==> src/rtl/video_signal_generator.sv <==
// ============================================================================
// Module   : video_signal_generator
// Brief    : Free-running raster timing generator (sx/sy, syncs, de, frame
//            strobe, frame counter). Default timing is 1280x720@60.
// Options  : define VSG_SYNC_NEG_POL_EN for active-low hsync/vsync.
// Revision : 1.0 - initial release
// ============================================================================
`default_nettype none

module video_signal_generator #(
  parameter int ACTIVE_H_PIXELS = 1280,
  parameter int H_FRONT_PORCH   = 110,
  parameter int H_SYNCH_WIDTH   = 40,
  parameter int H_BACK_PORCH    = 220,
  parameter int ACTIVE_LINES    = 720,
  parameter int V_FRONT_PORCH   = 5,
  parameter int V_SYNCH_WIDTH   = 5,
  parameter int V_BACK_PORCH    = 20,
  parameter int FPS             = 60,
  localparam int H_TOTAL = ACTIVE_H_PIXELS + H_FRONT_PORCH + H_SYNCH_WIDTH + H_BACK_PORCH,
  localparam int V_TOTAL = ACTIVE_LINES + V_FRONT_PORCH + V_SYNCH_WIDTH + V_BACK_PORCH,
  localparam int SX_W    = $clog2(H_TOTAL),
  localparam int SY_W    = $clog2(V_TOTAL),
  localparam int FC_W    = $clog2(FPS)
) (
  input  logic            i_clk_pxl,
  input  logic            i_reset_n,
  output logic [SX_W-1:0] o_sx,
  output logic [SY_W-1:0] o_sy,
  output logic            o_hsync,
  output logic            o_vsync,
  output logic            o_de,
  output logic            o_nf,
  output logic [FC_W-1:0] o_fc
);

  // Decode boundaries expressed at counter width so every compare is unsigned
  // and no wider than necessary.
  localparam logic [SX_W-1:0] C_H_LAST     = SX_W'(H_TOTAL - 1);
  localparam logic [SX_W-1:0] C_H_ACTIVE   = SX_W'(ACTIVE_H_PIXELS);
  localparam logic [SX_W-1:0] C_HS_START   = SX_W'(ACTIVE_H_PIXELS + H_FRONT_PORCH);
  localparam logic [SX_W-1:0] C_HS_END     = SX_W'(ACTIVE_H_PIXELS + H_FRONT_PORCH + H_SYNCH_WIDTH - 1);
  localparam logic [SY_W-1:0] C_V_LAST     = SY_W'(V_TOTAL - 1);
  localparam logic [SY_W-1:0] C_V_ACTIVE   = SY_W'(ACTIVE_LINES);
  localparam logic [SY_W-1:0] C_VS_START   = SY_W'(ACTIVE_LINES + V_FRONT_PORCH);
  localparam logic [SY_W-1:0] C_VS_END     = SY_W'(ACTIVE_LINES + V_FRONT_PORCH + V_SYNCH_WIDTH - 1);
  localparam logic [FC_W-1:0] C_FC_LAST    = FC_W'(FPS - 1);

  logic [SX_W-1:0] r_sx;
  logic [SY_W-1:0] r_sy;
  logic [FC_W-1:0] r_fc;

  logic w_line_end;
  logic w_last_line;
  logic w_frame_end;
  logic w_h_active;
  logic w_v_active;
  logic w_hs_pulse;
  logic w_vs_pulse;

  assign w_line_end  = (r_sx == C_H_LAST);
  assign w_last_line = (r_sy == C_V_LAST);
  assign w_frame_end = w_line_end && w_last_line;

  always_ff @(posedge i_clk_pxl or negedge i_reset_n) begin
    if (!i_reset_n) begin
      r_sx <= '0;
    end else if (w_line_end) begin
      r_sx <= '0;
    end else begin
      r_sx <= r_sx + SX_W'(1);
    end
  end

  always_ff @(posedge i_clk_pxl or negedge i_reset_n) begin
    if (!i_reset_n) begin
      r_sy <= '0;
    end else if (w_frame_end) begin
      r_sy <= '0;
    end else if (w_line_end) begin
      r_sy <= r_sy + SY_W'(1);
    end
  end

  // Frame counter advances on the same edge that returns the raster to (0,0).
  always_ff @(posedge i_clk_pxl or negedge i_reset_n) begin
    if (!i_reset_n) begin
      r_fc <= '0;
    end else if (w_frame_end) begin
      if (r_fc == C_FC_LAST) begin
        r_fc <= '0;
      end else begin
        r_fc <= r_fc + FC_W'(1);
      end
    end
  end

  assign w_h_active = (r_sx < C_H_ACTIVE);
  assign w_v_active = (r_sy < C_V_ACTIVE);
  assign w_hs_pulse = (r_sx >= C_HS_START) && (r_sx <= C_HS_END);
  assign w_vs_pulse = (r_sy >= C_VS_START) && (r_sy <= C_VS_END);

  assign o_sx = r_sx;
  assign o_sy = r_sy;
  assign o_fc = r_fc;
  assign o_de = w_h_active && w_v_active;
  assign o_nf = w_frame_end;

`ifdef VSG_SYNC_NEG_POL_EN
  assign o_hsync = ~w_hs_pulse;
  assign o_vsync = ~w_vs_pulse;
`else
  assign o_hsync = w_hs_pulse;
  assign o_vsync = w_vs_pulse;
`endif

endmodule

`default_nettype wire

==> config.mk <==
export PLATFORM = sky130hd
export DESIGN_NAME = video_signal_generator
export DESIGN_NICKNAME = d
export VERILOG_FILES = /design/src/rtl/video_signal_generator.sv
export SDC_FILE = /design/constraint.sdc
export NUM_CORES = 1
export LEC_CHECK = 0
export ABC_AREA = 1
export ABC_CLOCK_PERIOD_IN_PS = 1530
export CORE_ASPECT_RATIO = 0.8
export CORE_MARGIN = 3
export CORE_UTILIZATION = 47
export CTS_CLUSTER_SIZE = 16
export DETAILED_ROUTE_END_ITERATION = 6
export GPL_TIMING_DRIVEN = 0
export PLACE_DENSITY = 0.74
export SYNTH_ARGS = -nofsm -noshare
export SYNTH_HDL_FRONTEND = slang
export SYNTH_SLANG_ARGS = --single-unit
export TNS_END_PERCENT = 100
==> constraint.sdc <==
create_clock -name i_clk_pxl -period 1.53 [get_ports i_clk_pxl]
set_clock_uncertainty 0.15 [all_clocks]
set_input_delay 0.306 -clock i_clk_pxl [delete_from_list [all_inputs] [get_ports i_clk_pxl]]
set_output_delay 0.306 -clock i_clk_pxl [all_outputs]
set_load 0.005 [all_outputs]
* Yosys cells after proc, flatten, opt, wreduce, memory -nomap -nowiden
Index checks and enable logic that the tools add are counted.
** Word-level totals
- Bits in registers :: 27
- Word-level logic and storage cells :: 24
** Operators by class
- $add $sub $neg :: 3
- $lt $le $gt $ge :: 6
- Equal/unequal tests :: 3
- Multiplexer cells :: 4
- Reductions and logical operators :: 5
** Operators with widths (number)
- $mux 10 :: 2
- $add 11x1->11 const B :: 1
- $eq 11x11->1 const B :: 1
- $ge 11x11->1 const B :: 1
- $le 11x11->1 const B :: 1
- $lt 11x11->1 const B :: 1
- $mux 11 :: 1
- $add 10x1->10 const B :: 1
- $eq 10x10->1 const B :: 1
- $ge 10x10->1 const B :: 1
- $le 10x10->1 const B :: 1
- $lt 10x10->1 const B :: 1
- $add 6x1->6 const B :: 1
- $eq 6x6->1 const B :: 1
- $mux 6 :: 1
- $logic_and 1x1->1 :: 4
- $reduce_bool 2->1 :: 1

* Longest topological paths before layout
- Word-level depth :: 3
- Mapped depth :: 10
- Mapped depth without buffers :: 9

* Least setup slack after synthesis
OpenSTA, ideal clock, no wires.
- Path type :: reg2out
- Start point :: register r_sx[1], in the netlist o_sx[1]
- End point :: output port o_hsync
- Arrival time :: 1147 ps
- Setup slack :: -73 ps
- Stages on the path, launching flop included :: 9
- Path buffers :: 0
- Cell sequence :: dfrtp_1 inv_1 ha_1 inv_1 nand2_1 o21ai_0 nand2_1 a21oi_1 nor2_1
** Between the ends
- Word-level cells in the longest chain between the ends :: 2
- Elaborated cells on any way between the ends :: 3
- Those cells by class :: order compare (2); reduce/logical (1)
** Ends and longest elaborated chain
- start: declaration :: line 49 : logic [SX_W-1:0] r_sx;
- start signal: assignment :: line 71 : r_sx <= r_sx + SX_W'(1);
- $ge 11x11->1 / $le 11x11->1 (equally long branches) :: line 100 : assign w_hs_pulse = (r_sx >= C_HS_START) && (r_sx <= C_HS_END);
- $logic_and 1x1->1 (*) :: line 100
- end: declaration :: line 30 : output logic o_hsync,
Every way passes the cells marked *; elsewhere a longest branch is shown, timed or not.

* Worst setup path in the final report
- Start point :: register r_sy[4], in the netlist o_sy[4]
- End point :: output port o_nf
** Between the ends
- Word-level cells in the longest chain between the ends :: 2
** Ends and longest elaborated chain
- start: declaration :: line 50 : logic [SY_W-1:0] r_sy;
- start signal: assignment :: line 81 : r_sy <= r_sy + SY_W'(1);
- $eq 10x10->1 :: line 62 : assign w_last_line = (r_sy == C_V_LAST);
- $logic_and 1x1->1 :: line 63 : assign w_frame_end = w_line_end && w_last_line;
- end: declaration :: line 33 : output logic o_nf,
No other way between the ends.

==> results.json <==
{
  "cts_buffers": 3,
  "yosysUniqueCellTypes": 27,
  "hold_path_depth": 2,
  "drc": 0,
  "ys_seq_elements": 27,
  "fin_crit_ps": 2020,
  "maxCapViolCount": 0,
  "tritoncts": "yes",
  "ys_seq_area_share_pct": 36.9,
  "p_leak_nw": 1.45,
  "die_h_um": 61.8,
  "nNetsFinal": 356,
  "synth_ff_type": "dfrtp_1",
  "holdPathEnd": "o_fc[1]$_DFFE_PN0P_",
  "grt_pass1_vias": 1982,
  "clkLatencyLatePin_ps": 290,
  "critical_path_class": "reg2out",
  "p_int_uw": 901,
  "synth_area_leaders": "dfrtp_1, nand2_1, inv_1, nand3_1, nor2_1",
  "num_vias": 2208,
  "synth_top_family_by_area": "simple AND/OR/NAND/NOR gates",
  "total_power_mw": 1.17,
  "worstMarginPinSlew_ps": 695,
  "dp_hpwl_mm": 3.05,
  "synth-compound-area-share_pct": 6.02,
  "critPathRequiredTime_ps": 1070,
  "synth_xor_area_share_pct": 4.79,
  "routabilityCongestion": 0.871,
  "clock-sinks": 27,
  "cts_buffer_depth": 2,
  "crit_fanout": 7,
  "num_antenna_cells": 0,
  "power.density_mw_per_mm2": 394,
  "netlist_area_mm2": 0.00183,
  "setup_viol": 28,
  "ys_async_sr_fraction_pct": 100,
  "synthAdderAreaFrac_pct": 4.10,
  "clk_pin_slew_ps": 100,
  "worstReg2RegEnd": "o_fc[0]$_DFFE_PN0P_",
  "grt_max_degree": 28,
  "die_area_mm2": 0.00468,
  "area_growth_pct": 61.6,
  "status": "finished, violations left",
  "ant_nets": 0,
  "switching_share_pct": 22.6,
  "fin_ws_ps": -492,
  "violations": "negative setup slack",
  "hp-class": "reg2reg",
  "stdcell_area_mm2": 0.00296,
  "syn_inst": 255,
  "port_buffers": 32,
  "share_comb_of_total_power_pct": 1.4,
  "grt.overflow.total": 0,
  "synth_common_cells": "nand2_1, inv_1, dfrtp_1, nor2_1, nand3_1",
  "r2r-start": "o_sx[1]$_DFF_PN0_",
  "max_clock_freq_mhz": 495,
  "coreArea_mm2": 0.00359,
  "synth_nets": 263,
  "worstHoldStart": "o_fc[1]$_DFFE_PN0P_",
  "antenna_found_initial": 0,
  "grt_pass1_wl_mm": 9.21,
  "synth_edf_count": 0,
  "drive_gt1_share_pct": 45.8,
  "synth.most_common_cell": "nand2_1",
  "die_w_um": 75.8,
  "rsz0062_at_grt": "yes",
  "reg2reg_depth": 12,
  "power.share.sequential_pct": 61.2,
  "avgRoutedWirePerCell_um": 16.7,
  "initialDrtViolationCount": 225,
  "start_util_pct": 51.0,
  "fin_crit_sh_pct": 132,
  "max-vdd-ir-drop_mv": 0.420,
  "firstDrtPassIters": 6,
  "htree_levels": 1,
  "regToRegSetupSlack_ps": -450,
  "slew_violations": 0,
  "synth-simple-area-share_pct": 38.9,
  "num_io_pins": 33,
  "wl_mm": 6.66,
  "yosys.area.top_type": "dfrtp_1",
  "synthMuxAreaShare_pct": 0,
  "rows": 19,
  "yosys_warnings": 0,
  "routed_via_density": 5.53,
  "end_kind": "output pin",
  "grt_usage_pct": 26.4,
  "holdWs_ps": 414,
  "startpoint": "o_sy[4]$_DFFE_PN0P_",
  "netlist.area_leader.share_pct": 36.9,
  "worstSetupStartpointType": "flop",
  "syn_avg_cell_area_um2": 7.17,
  "relSlewSlack_pct": 53.7,
  "placed_cell_area_mm2": 0.00222,
  "cts-root-buf": "clkbuf_8",
  "p_sw_uw": 264,
  "power.share.clock_pct": 37.4,
  "hold_violations": 0,
  "cp.arrival_ps": 1570
}
[power groups by stage]
| stage | registers, mW | clock network [mW] | logic (mW) |
|---|---|---|---|
| 5_1_grt | 0.713 | 0.475 | 0.0197 |
| 3_5_place_dp | 0.727 | 0 | 0.0172 |
| 4_1_cts | 0.713 | 0.442 | 0.0161 |
| 3_3_place_gp | 0.727 | 0 | 0.0172 |
| 2_1_floorplan | 0.727 | 0 | 0.000000563 |
| 6_report | 0.713 | 0.436 | 0.0167 |
[timing repair]
action,4_1_cts,5_1_grt
setup buffers,51,12
gates resized for setup,129,56
endpoints found under the hold margin,0,27
cloned,3,0
endpoints found under the setup margin,80,47
hold buffers,0,1
pin swaps,18,19
[cell type report]
type	count	area [um2]
Multi-Input combinational cell	188	1210
Timing Repair Buffer	88	757
Sequential cell	27	684
Fill cell	218	634
Inverter	35	136
Tap cell	52	65.1
Buffer	5	52.6
Clock buffer	3	41.3
Clock inverter	1	7.51
[cells in the final DEF, fill, tap and decap left out, drive strengths merged]
cell type / Yosys / routed
inv: 35 / 35
nor2: 33 / 33
nand3: 23 / 23
a21o: 1 / 1
xor2: 8 / 8
or2: 3 / 3
nor3: 10 / 10
ha: 6 / 6
o21ai: 13 / 13
dfrtp: 27 / 27
xnor2: 2 / 2
a21oi: 6 / 6
dlygate4sd2: 0 / 15
nand4: 7 / 8
nand3b: 1 / 1
clkdlybuf4s15: 0 / 3
dlygate4sd3: 0 / 1
clkbuf: 0 / 9
buf: 6 / 68
clkinvlp: 0 / 1
nand2: 73 / 73
o21bai: 1 / 1
[through the flow]
step                util (%)  cells  setup WS, ps  TNS, ps
floorplan                  -    255         -21.3    -90.8
global placement        61.9    339          -580   -15510
detailed placement      61.9    339          -606   -16310
CTS                     78.7    396          -437    -9550
global route            82.3    399          -573   -11710
finish                  82.3    399          -492    -9410
[metal layers]
layer	vias up	wire length (um)	track usage [%]
met2	126	3140	41.5
li1	996	-	-
met1	1051	2700	36.0
met3	35	538	4.18
met5	-	0	0
met4	0	284	11.7
[cell families (layout without fill, tap and decap cells)]
family                   Yosys count  in the layout
AO/OA/AOI/OAI                     21             21
XOR/XNOR                          10             10
adder cells (fa/ha/maj)            6              6
buffers and inverters             41            132
flip-flops                        27             27
AND/OR/NAND/NOR                  150            151
[worst max path at each step]
stage / to / cells past startpoint
after CTS: o_hsync / 9
final: o_nf / 7
after global routing: o_nf / 7
after detailed placement: o_nf / 7
after global placement: o_vsync / 6
after floorplan: o_hsync / 8
[critical path: stages, from the launching register on]
cell	delay, ps
dfrtp_1	400
buf_6	140
inv_2	100
nand2_1	130
nor3_2	170
nand2_1	80
nor2_1	130
buf_2	130
[state kept, by name, indices dropped and copies added (netlist names)]
register	cells
o_fc	6
o_sx	11
o_sy	10
(Power assumes the default switching activity.)
